### config.mk
export PLATFORM = sky130hd
export DESIGN_NAME = ssd1306_spi_receiver
export DESIGN_NICKNAME = d
export VERILOG_FILES = /design/src/rtl/ssd1306_spi_receiver.sv
export SDC_FILE = /design/constraint.sdc
export NUM_CORES = 1
export LEC_CHECK = 0
export BUFFER_PORTS_ARGS = -buffer_cell sky130_fd_sc_hd__buf_2
export CORE_MARGIN = 1.5
export CORE_UTILIZATION = 41
export CTS_CLUSTER_SIZE = 40
export DETAILED_ROUTE_END_ITERATION = 7
export PLACE_DENSITY_LB_ADDON = 0.08
export SETUP_SLACK_MARGIN = 0.05
export SLEW_MARGIN = 20
export SYNTH_ARGS = -nofsm -noshare
export SYNTH_HDL_FRONTEND = slang
export SYNTH_SLANG_ARGS = --single-unit
### constraint.sdc
create_clock -name i_Clk -period 4.1 [get_ports i_Clk]
set_clock_uncertainty 0.15 [all_clocks]
set_input_delay 0.82 -clock i_Clk [delete_from_list [all_inputs] [get_ports i_Clk]]
set_output_delay 0.82 -clock i_Clk [all_outputs]
set_load 0.1 [all_outputs]
### src/rtl/ssd1306_spi_receiver.sv
// ssd1306_spi_receiver: SSD1306 4-wire SPI panel model (SCLK/MOSI/DC/RES# in; byte, framebuffer write, display state out)
module ssd1306_spi_receiver #(
  parameter int SYNC_STAGES = 2,
  parameter logic [7:0] CONTRAST_RESET = 8'h7F
) (
  input  logic       i_Clk,
  input  logic       i_Reset,
  input  logic       i_SPI_Clk,
  input  logic       i_SPI_MOSI,
  input  logic       i_DC,
  input  logic       i_RES_n,
  output logic [7:0] o_Byte,
  output logic       o_Byte_Valid,
  output logic       o_Byte_Is_Data,
  output logic       o_Fb_We,
  output logic [9:0] o_Fb_Addr,
  output logic [7:0] o_Fb_Data,
  output logic       o_Display_On,
  output logic [7:0] o_Contrast,
  output logic [1:0] o_Addr_Mode,
  output logic       o_Frame_Done
);
  typedef enum logic [1:0] {IDLE, ARG1, ARG2} state_t;
  logic [3:0] sync_q [SYNC_STAGES];
  logic sclk_s, mosi_s, dc_s, res_n_s, sclk_d, rst, rise, done, we_n, fd_n, disp_n;
  logic [6:0] shift, arg1, arg_n, col, col_n, cs, cs_n, ce, ce_n, col_inc;
  logic [2:0] bit_cnt, page, page_n, ps, ps_n, pe, pe_n, page_inc;
  logic [7:0] rx, cmd, cmd_n, con_n;
  logic [1:0] mode_n;
  state_t state, state_n;
  assign {res_n_s, dc_s, mosi_s, sclk_s} = sync_q[SYNC_STAGES-1];
  assign rst = i_Reset | ~res_n_s;
  assign rise = sclk_s & ~sclk_d;
  assign done = rise && bit_cnt == 3'd7;
  assign rx = {shift, mosi_s};
  assign col_inc = col == ce ? cs : col + 7'd1;
  assign page_inc = page == pe ? ps : page + 3'd1;
  always_ff @(posedge i_Clk) begin
    if (i_Reset) begin
      for (int i = 0; i < SYNC_STAGES; i++) sync_q[i] <= 4'b1000;
      sclk_d <= 1'b0;
    end else begin
      sync_q[0] <= {i_RES_n, i_DC, i_SPI_MOSI, i_SPI_Clk};
      for (int i = 1; i < SYNC_STAGES; i++) sync_q[i] <= sync_q[i-1];
      sclk_d <= sclk_s;
    end
  end
  always_comb begin
    state_n = state;
    cmd_n = cmd;
    arg_n = arg1;
    col_n = col;
    page_n = page;
    cs_n = cs;
    ce_n = ce;
    ps_n = ps;
    pe_n = pe;
    mode_n = o_Addr_Mode;
    con_n = o_Contrast;
    disp_n = o_Display_On;
    we_n = 1'b0;
    fd_n = 1'b0;
    if (done && dc_s) begin
      we_n = 1'b1;
      state_n = IDLE;
      fd_n = o_Addr_Mode != 2'd2 && col == ce && page == pe;
      col_n = (o_Addr_Mode != 2'd1 || page == pe) ? col_inc : col;
      page_n = ((o_Addr_Mode == 2'd0 && col == ce) || o_Addr_Mode == 2'd1) ? page_inc : page;
    end else if (done) begin
      case (state)
        IDLE: begin
          cmd_n = rx;
          if (rx[7:1] == 7'h57) disp_n = rx[0];
          if (rx inside {8'h20, 8'h21, 8'h22, 8'h81, 8'h8D, 8'hA8, 8'hD3, 8'hD5, 8'hD9, 8'hDA, 8'hDB}) state_n = ARG1;
          if (o_Addr_Mode == 2'd2) begin
            if (rx[7:3] == 5'b10110) page_n = rx[2:0];
            if (rx[7:4] == 4'h0) col_n[3:0] = rx[3:0];
            if (rx[7:3] == 5'b00010) col_n[6:4] = rx[2:0];
          end
        end
        ARG1: begin
          arg_n = rx[6:0];
          state_n = (cmd == 8'h21 || cmd == 8'h22) ? ARG2 : IDLE;
          if (cmd == 8'h20 && rx[1:0] != 2'd3) mode_n = rx[1:0];
          if (cmd == 8'h81) con_n = rx;
        end
        default: begin
          state_n = IDLE;
          if (cmd == 8'h21) begin
            cs_n = arg1;
            ce_n = rx[6:0];
            col_n = arg1;
          end
          if (cmd == 8'h22) begin
            ps_n = arg1[2:0];
            pe_n = rx[2:0];
            page_n = arg1[2:0];
          end
        end
      endcase
    end
  end
  always_ff @(posedge i_Clk) begin
    if (rst) begin
      state <= IDLE;
      shift <= '0;
      bit_cnt <= '0;
      cmd <= '0;
      arg1 <= '0;
      col <= '0;
      page <= '0;
      cs <= '0;
      ce <= 7'd127;
      ps <= '0;
      pe <= 3'd7;
      o_Addr_Mode <= 2'd2;
      o_Contrast <= CONTRAST_RESET;
      o_Display_On <= 1'b0;
      o_Byte <= '0;
      o_Byte_Valid <= 1'b0;
      o_Byte_Is_Data <= 1'b0;
      o_Fb_We <= 1'b0;
      o_Fb_Addr <= '0;
      o_Fb_Data <= '0;
      o_Frame_Done <= 1'b0;
    end else begin
      state <= state_n;
      cmd <= cmd_n;
      arg1 <= arg_n;
      col <= col_n;
      page <= page_n;
      cs <= cs_n;
      ce <= ce_n;
      ps <= ps_n;
      pe <= pe_n;
      o_Addr_Mode <= mode_n;
      o_Contrast <= con_n;
      o_Display_On <= disp_n;
      if (rise) begin
        shift <= rx[6:0];
        bit_cnt <= bit_cnt + 3'd1;
      end
      o_Byte_Valid <= done;
      if (done) begin
        o_Byte <= rx;
        o_Byte_Is_Data <= dc_s;
      end
      o_Fb_We <= we_n;
      if (we_n) begin
        o_Fb_Addr <= {page, col};
        o_Fb_Data <= rx;
      end
      o_Frame_Done <= fd_n;
    end
  end
endmodule
# After elaboration in Yosys (flattened, before gate mapping)
# Memory sizes are Yosys's and may differ from the RTL's.
# Cells that the tools add are included.
word_totals:
  regBits: 99
  ram_bits: 8
  inputBits: 6
  output_inout_bits: 41
  n_memories: 1
op_classes:
  n_addsub: 3
  eq_ne: 35
  n_mux: 26
  n_bitwise: 8
  reduce_logical: 30
memory_table:
  columns: ["name", "words", "width", "read_ports", "rd_clocked_by_memory_dff", "write_ports", "line_no", "source"]
  rows:
  - ["sync_q", 2, 4, 2, 0, 2, "24", "logic [3:0] sync_q [SYNC_STAGES];"]
ops:
  columns: ["operator", "count"]
  rows:
  - ["== test 8 bit (second input constant)", 9]
  - ["== test 8 x 6 -> 1 bit (second input constant)", 6]
  - ["2-to-1 mux 7 bit", 6]
  - ["2-to-1 mux 3 bit", 8]
  - ["AND reduction 4 bit", 5]
  - ["AND reduction 6 bit", 3]
  - ["one-hot mux 7 bit (2 select lines)", 1]
  - ["2-to-1 mux 4 bit", 3]
  - ["!= test 3 bit (second input constant)", 4]
  - ["nonzero test 11 bit", 1]
  - ["!= test 2 bit (second input constant)", 4]
  - ["adder 7 x 1 -> 7 bit (second input constant)", 1]
  - ["== test 7 bit", 1]
  - ["== test 7 bit (second input constant)", 1]
  - ["adder 3 x 1 -> 3 bit (second input constant)", 2]
  - ["logical AND 1 bit", 6]
  - ["!= test 2 x 1 -> 1 bit (second input constant)", 3]
  - ["one-hot mux 3 bit (2 select lines)", 1]
  - ["AND reduction 3 bit", 2]
  - ["nonzero test 3 bit", 2]
  - ["OR reduction 2 bit", 3]
  - ["== test 5 x 2 -> 1 bit (second input constant)", 1]
  - ["== test 5 bit (second input constant)", 1]
  - ["== test 2 x 1 -> 1 bit (second input constant)", 2]
  - ["14 further kinds", 26]

# Logic depth before layout (Yosys ltp)
depth:
  ltp_word: 6
  ltp_mapped: 9
  depth_no_buf: 8

# Least setup slack after synthesis
# Ideal clock, no wire load.
synth_timing:
  kind: "register -> register"
  from: "reg o_Addr_Mode[1]"
  to: "reg col[5]"
  arrival_ns: 1.934
  t_required_ns: 3.831
  setup_slack_ns: 1.897
  stages_incl_launch_ff: 6
  period_less_slack_ns: 2.203
  cell_sequence: "dfxtp_1 > nor2_1 > a211o_1 > nor2_2 > o21ai_0 > o221a_2"
synth_via:
  elab_chain_cells: 4
synth_lines:
  columns: ["item", "line_no", "source"]
  rows:
  - ["start: declaration", "20", "output logic [1:0] o_Addr_Mode,"]
  - ["start signal: assignment", "136", "o_Addr_Mode <= mode_n;"]
  - ["!= test 2 x 1 -> 1 bit", "67", "col_n = (o_Addr_Mode != 2'd1 || page == pe) ? col_inc : col;"]
  - ["logical OR 1 bit", "67", null]
  - ["!= test 2 x 1 -> 1 bit (no line)", null, null]
  - ["AND reduction 6 bit (no line) (*)", null, null]
  - ["end signal: assignment", "130", "col <= col_n;"]
  - ["end: declaration", "26", "logic [6:0] shift, arg1, arg_n, col, col_n, cs, cs_n, ce, ce_n, col_inc;"]
# Every way passes the cells marked *; elsewhere a longest branch is shown, timed or not.
# A chain may end at the register's enable or synchronous reset.

# Worst setup path in the final report
layout_timing:
  from: "reg bit_cnt[0]"
  to: "reg cs[2]"
layout_via:
  elab_chain_cells: 5
layout_lines:
  columns: ["item", "line_no", "source"]
  rows:
  - ["start: declaration", "27", "logic [2:0] bit_cnt, page, page_n, ps, ps_n, pe, pe_n, page_inc;"]
  - ["start signal: assignment", "141", "bit_cnt <= bit_cnt + 3'd1;"]
  - ["== test 3 bit (*)", "34", "assign done = rise && bit_cnt == 3'd7;"]
  - ["logical AND 1 bit (*)", "34", null]
  - ["logical AND 1 bit", "63", "if (done && dc_s) begin"]
  - ["NOT 1 bit (no line)", null, null]
  - ["AND reduction 4 bit (no line) (*)", null, null]
  - ["end signal: assignment", "132", "cs <= cs_n;"]
  - ["end: declaration", "26", null]
# Marks and branches as above.

==> impl_metrics.yaml <==
clock_tree:
  ctsHtreeMaxLevel: 3
  cts_made_buffers: 9
  cts_tree: "yes"
  cts_root_buf: "clkbuf_8"
  post_cts_resized: 0
  ctsHoldBuffers: 0
  post_cts_buffers: 0
  clock_path_buffers: 2
  clk_latency_ps: 360
  clk_pin_slew_ps: 100
  clock-sinks: 107
placement:
  preCtsSetupSlack_ps: 1180
  gp_congestion: 0.831
  io_buffers: 46
  dpl.hpwl_um: 7370
final_layout:
  multi_input_area_mm2: 0.00217
  area_growth_syn_to_layout_pct: 12.7
  drive_gt1_share_pct: 16.3
  regArea_mm2: 0.00214
  diodes: 0
  n_fill_cell: 1091
  finish.net_count: 552
hold_path:
  holdCritStartpoint: "sync_q[0][0]$_SDFF_PP0_"
  hp-class: "reg2reg"
  hold_end: "sync_q[0][4]$_SDFF_PP0_"
  hold_path_depth: 1
logic_synthesis:
  synth_warnings: 0
  synthArstFlopShare_pct: 0
  synthesis.area_mm2: 0.00446
  synth_mux_area_share_pct: 6.64
  synth_seq_cells: 107
  synth_xor_area_share_pct: 3.34
  synth_compound_area_share_pct: 15.2
  synthAdderAreaFrac_pct: 1.12
  yosysUniqueCellTypes: 51
  ys.flop_type: "dfxtp_1"
  synth_nets: 522
  synth_top_area_share_pct: 48.0
  yosys-top-cells-area: "dfxtp_1, nand2_1, a21oi_1, mux2i_1, nand3_1"
  synth_area_leader_cell: "dfxtp_1"
  synth_simple_gate_area_share_pct: 22.3
  ys_seq_area_share_pct: 48.0
  synth_edf_count: 0
  avgSynthCellArea_um2: 8.72
  synthCells: 512
  synth_top_family_by_area: "simple AND/OR/NAND/NOR gates"
worst_setup_path:
  worstPathRequired_ps: 4250
  critPathArrivalTime_ps: 3120
  rr_startpoint: "bit_cnt[0]$_SDFFE_PP0P_"
  worstPathMaxFanout: 14
  worstSetupEndpointType: "flop"
  crit_type: "reg2reg"
  r2r_slack_ps: 1140
  r2r_end: "cs[2]$_SDFFE_PP0P_"
  reg2reg_depth: 9
  startpoint_type: "flop"
pwr:
  leakagePower_nw: 1.96
  powerDensity_mw_per_mm2: 368
  p_sw_share_pct: 21.2
  seqPwrFrac_pct: 56.6
  clockPowerShare_pct: 41.4
  ir_worst_vdd_mv: 0.273
  p_int_w: 0.00146
  p_sw_w: 0.000392
  combPwrFrac_pct: 1.9
run:
  drv_cap: 0
sta:
  slew_violations: 0
  relSlewSlack_pct: 37.5
  min_period_ps: 2960
  tightest_slew_ps: 933
  hold_viol_final: 0
  rsz0062_at_grt: "no"
  post-route-period-util_pct: 72.3
  setup_viol: 0
  setup_slack_ps: 1140
  fin_setup_tns_ps: 0
  fmax_mhz: 338
floorplan:
  ios: 47
  die-height_um: 107
  die_x_um: 107
  num_rows: 37
  dieArea_mm2: 0.0115
  start_util_pct: 42.7
  core_mm2: 0.0105
global_routing:
  grt_overflow: 0
  antenna_found_initial: 0
  grt_usage_pct: 21.0
  grt_pass1_vias: 3436
  grt_pass1_wl_um: 18600
  grt_max_degree: 53
routing:
  avgRoutedWirePerCell_um: 16.5
  vias: 3603
  drt_wl_total_um: 11300
  firstDrtPassIters: 5
  viasPerCell: 5.28
  ant_nets: 0
  drc: 0
  drtIter0Drc: 305
outcome:
  run_status: "complete, no violations"
[critical path, stage by stage (launching register included)]
cell and delay (ps):
dfxtp_1 360, ha_1 160, ha_1 190, nand3b_1 80, buf_4 190, nor2_1 510, nand3_1 210, nor2_1 750
nand2_1 130, a21oi_1 170
[logic make-up (layout without fill, tap and decap cells)]
family / Yosys count / after routing
adders and majority gates: 4 / 4
and+or+nand+nor: 207 / 207
muxes: 29 / 29
xor gates and xnor gates: 17 / 17
buffers and inverters: 39 / 74
AOI/OAI and AO/OA: 109 / 109
DFF: 107 / 107
[final cells by class]
class                           instances  area share, %
Multi-Input combinational cell        366           43.2
Sequential cell                       107           42.6
Timing Repair Buffer                   54           5.77
Tap cell                              136           3.38
Clock buffer                           10           2.54
Clock inverter                          6           2.26
Inverter                                4          0.299
[power by group through the flow]
stage / sequential [W] / clock [W] / combinational (W)
after detailed placement: 0.00107 / 0 / 0.0000364
after global placement: 0.00107 / 0 / 0.0000361
final: 0.00105 / 0.000767 / 0.0000360
after CTS: 0.00105 / 0.000783 / 0.0000367
after floorplan: 0.00107 / 0 / 0.0000273
after global routing: 0.00105 / 0.000827 / 0.0000405
[cells in the mapped netlist (2+ instances only)]
master / number
a22o_1: 17
nand2_1: 111
nand2b_1: 3
xor2_1: 6
buf_2: 5
mux2i_1: 24
or2_2: 2
nor3b_1: 2
ha_1: 4
nor2_2: 3
a211oi_1: 2
mux2_2: 5
nand4b_1: 2
nand3_1: 31
dfxtp_1: 107
o211ai_1: 4
and2_1: 2
nor4b_1: 2
xnor2_1: 11
buf_1: 3
inv_1: 4
nor2_1: 20
clkbuf_1: 27
a211o_1: 2
and3_1: 3
nor2b_1: 10
nor3_1: 2
a21oi_1: 55
nand4_1: 4
o21ai_0: 18
[layer usage]
layer / wire length, um / track usage [%]
met3: 487 / 4.00
met4: 147 / 5.83
met2: 5360 / 33.8
met1: 5270 / 28.7
met5: 0 / 0
[worst max-delay path by stage]
stage                            endpoint  cells after the start  slack, ps                        start
6_report               cs[2]$_SDFFE_PP0P_                      9       1140      bit_cnt[0]$_SDFFE_PP0P_
5_1_grt                cs[2]$_SDFFE_PP0P_                      9        700      bit_cnt[0]$_SDFFE_PP0P_
4_1_cts        o_Contrast[5]$_SDFFE_PP1P_                      9       1170      bit_cnt[0]$_SDFFE_PP0P_
3_5_place_dp   o_Contrast[5]$_SDFFE_PP1P_                      9       1180      bit_cnt[0]$_SDFFE_PP0P_
3_3_place_gp           cs[3]$_SDFFE_PP0P_                      9       1290      bit_cnt[0]$_SDFFE_PP0P_
2_1_floorplan         col[5]$_SDFFE_PP0P_                      5       1900  o_Addr_Mode[1]$_SDFFE_PP1P_
[through the flow]
stage,total power [W],hold WS (ps),utilization (%),area [um^2],instances
floorplan,0.00110,239,-,4460,512
global placement,0.00111,266,45.8,4790,667
detailed placement,0.00111,278,45.8,4790,667
CTS,0.00187,302,48.1,5030,683
global route,0.00192,314,48.1,5030,683
finish,0.00185,296,48.1,5030,683
[flip-flops by register name, summed over array words and instances (netlist names), 8 cells and up]
signal,cells
cmd,8
o_Contrast,8
sync_q,8
o_Byte,8
o_Fb_Data,8
o_Fb_Addr,10
[layout by cell type, fill, tap and decap left out, types with 10 or more instances in the layout]
cell type and count:
nand2_1 111, a22o_1 17, nor2_1 20, nor2b_1 10, xnor2_1 11, a21oi_1 55, o21ai_0 18, mux2i_1 24
nand3_1 31, buf_2 46, dfxtp_1 107
(Power assumes the default switching activity.)
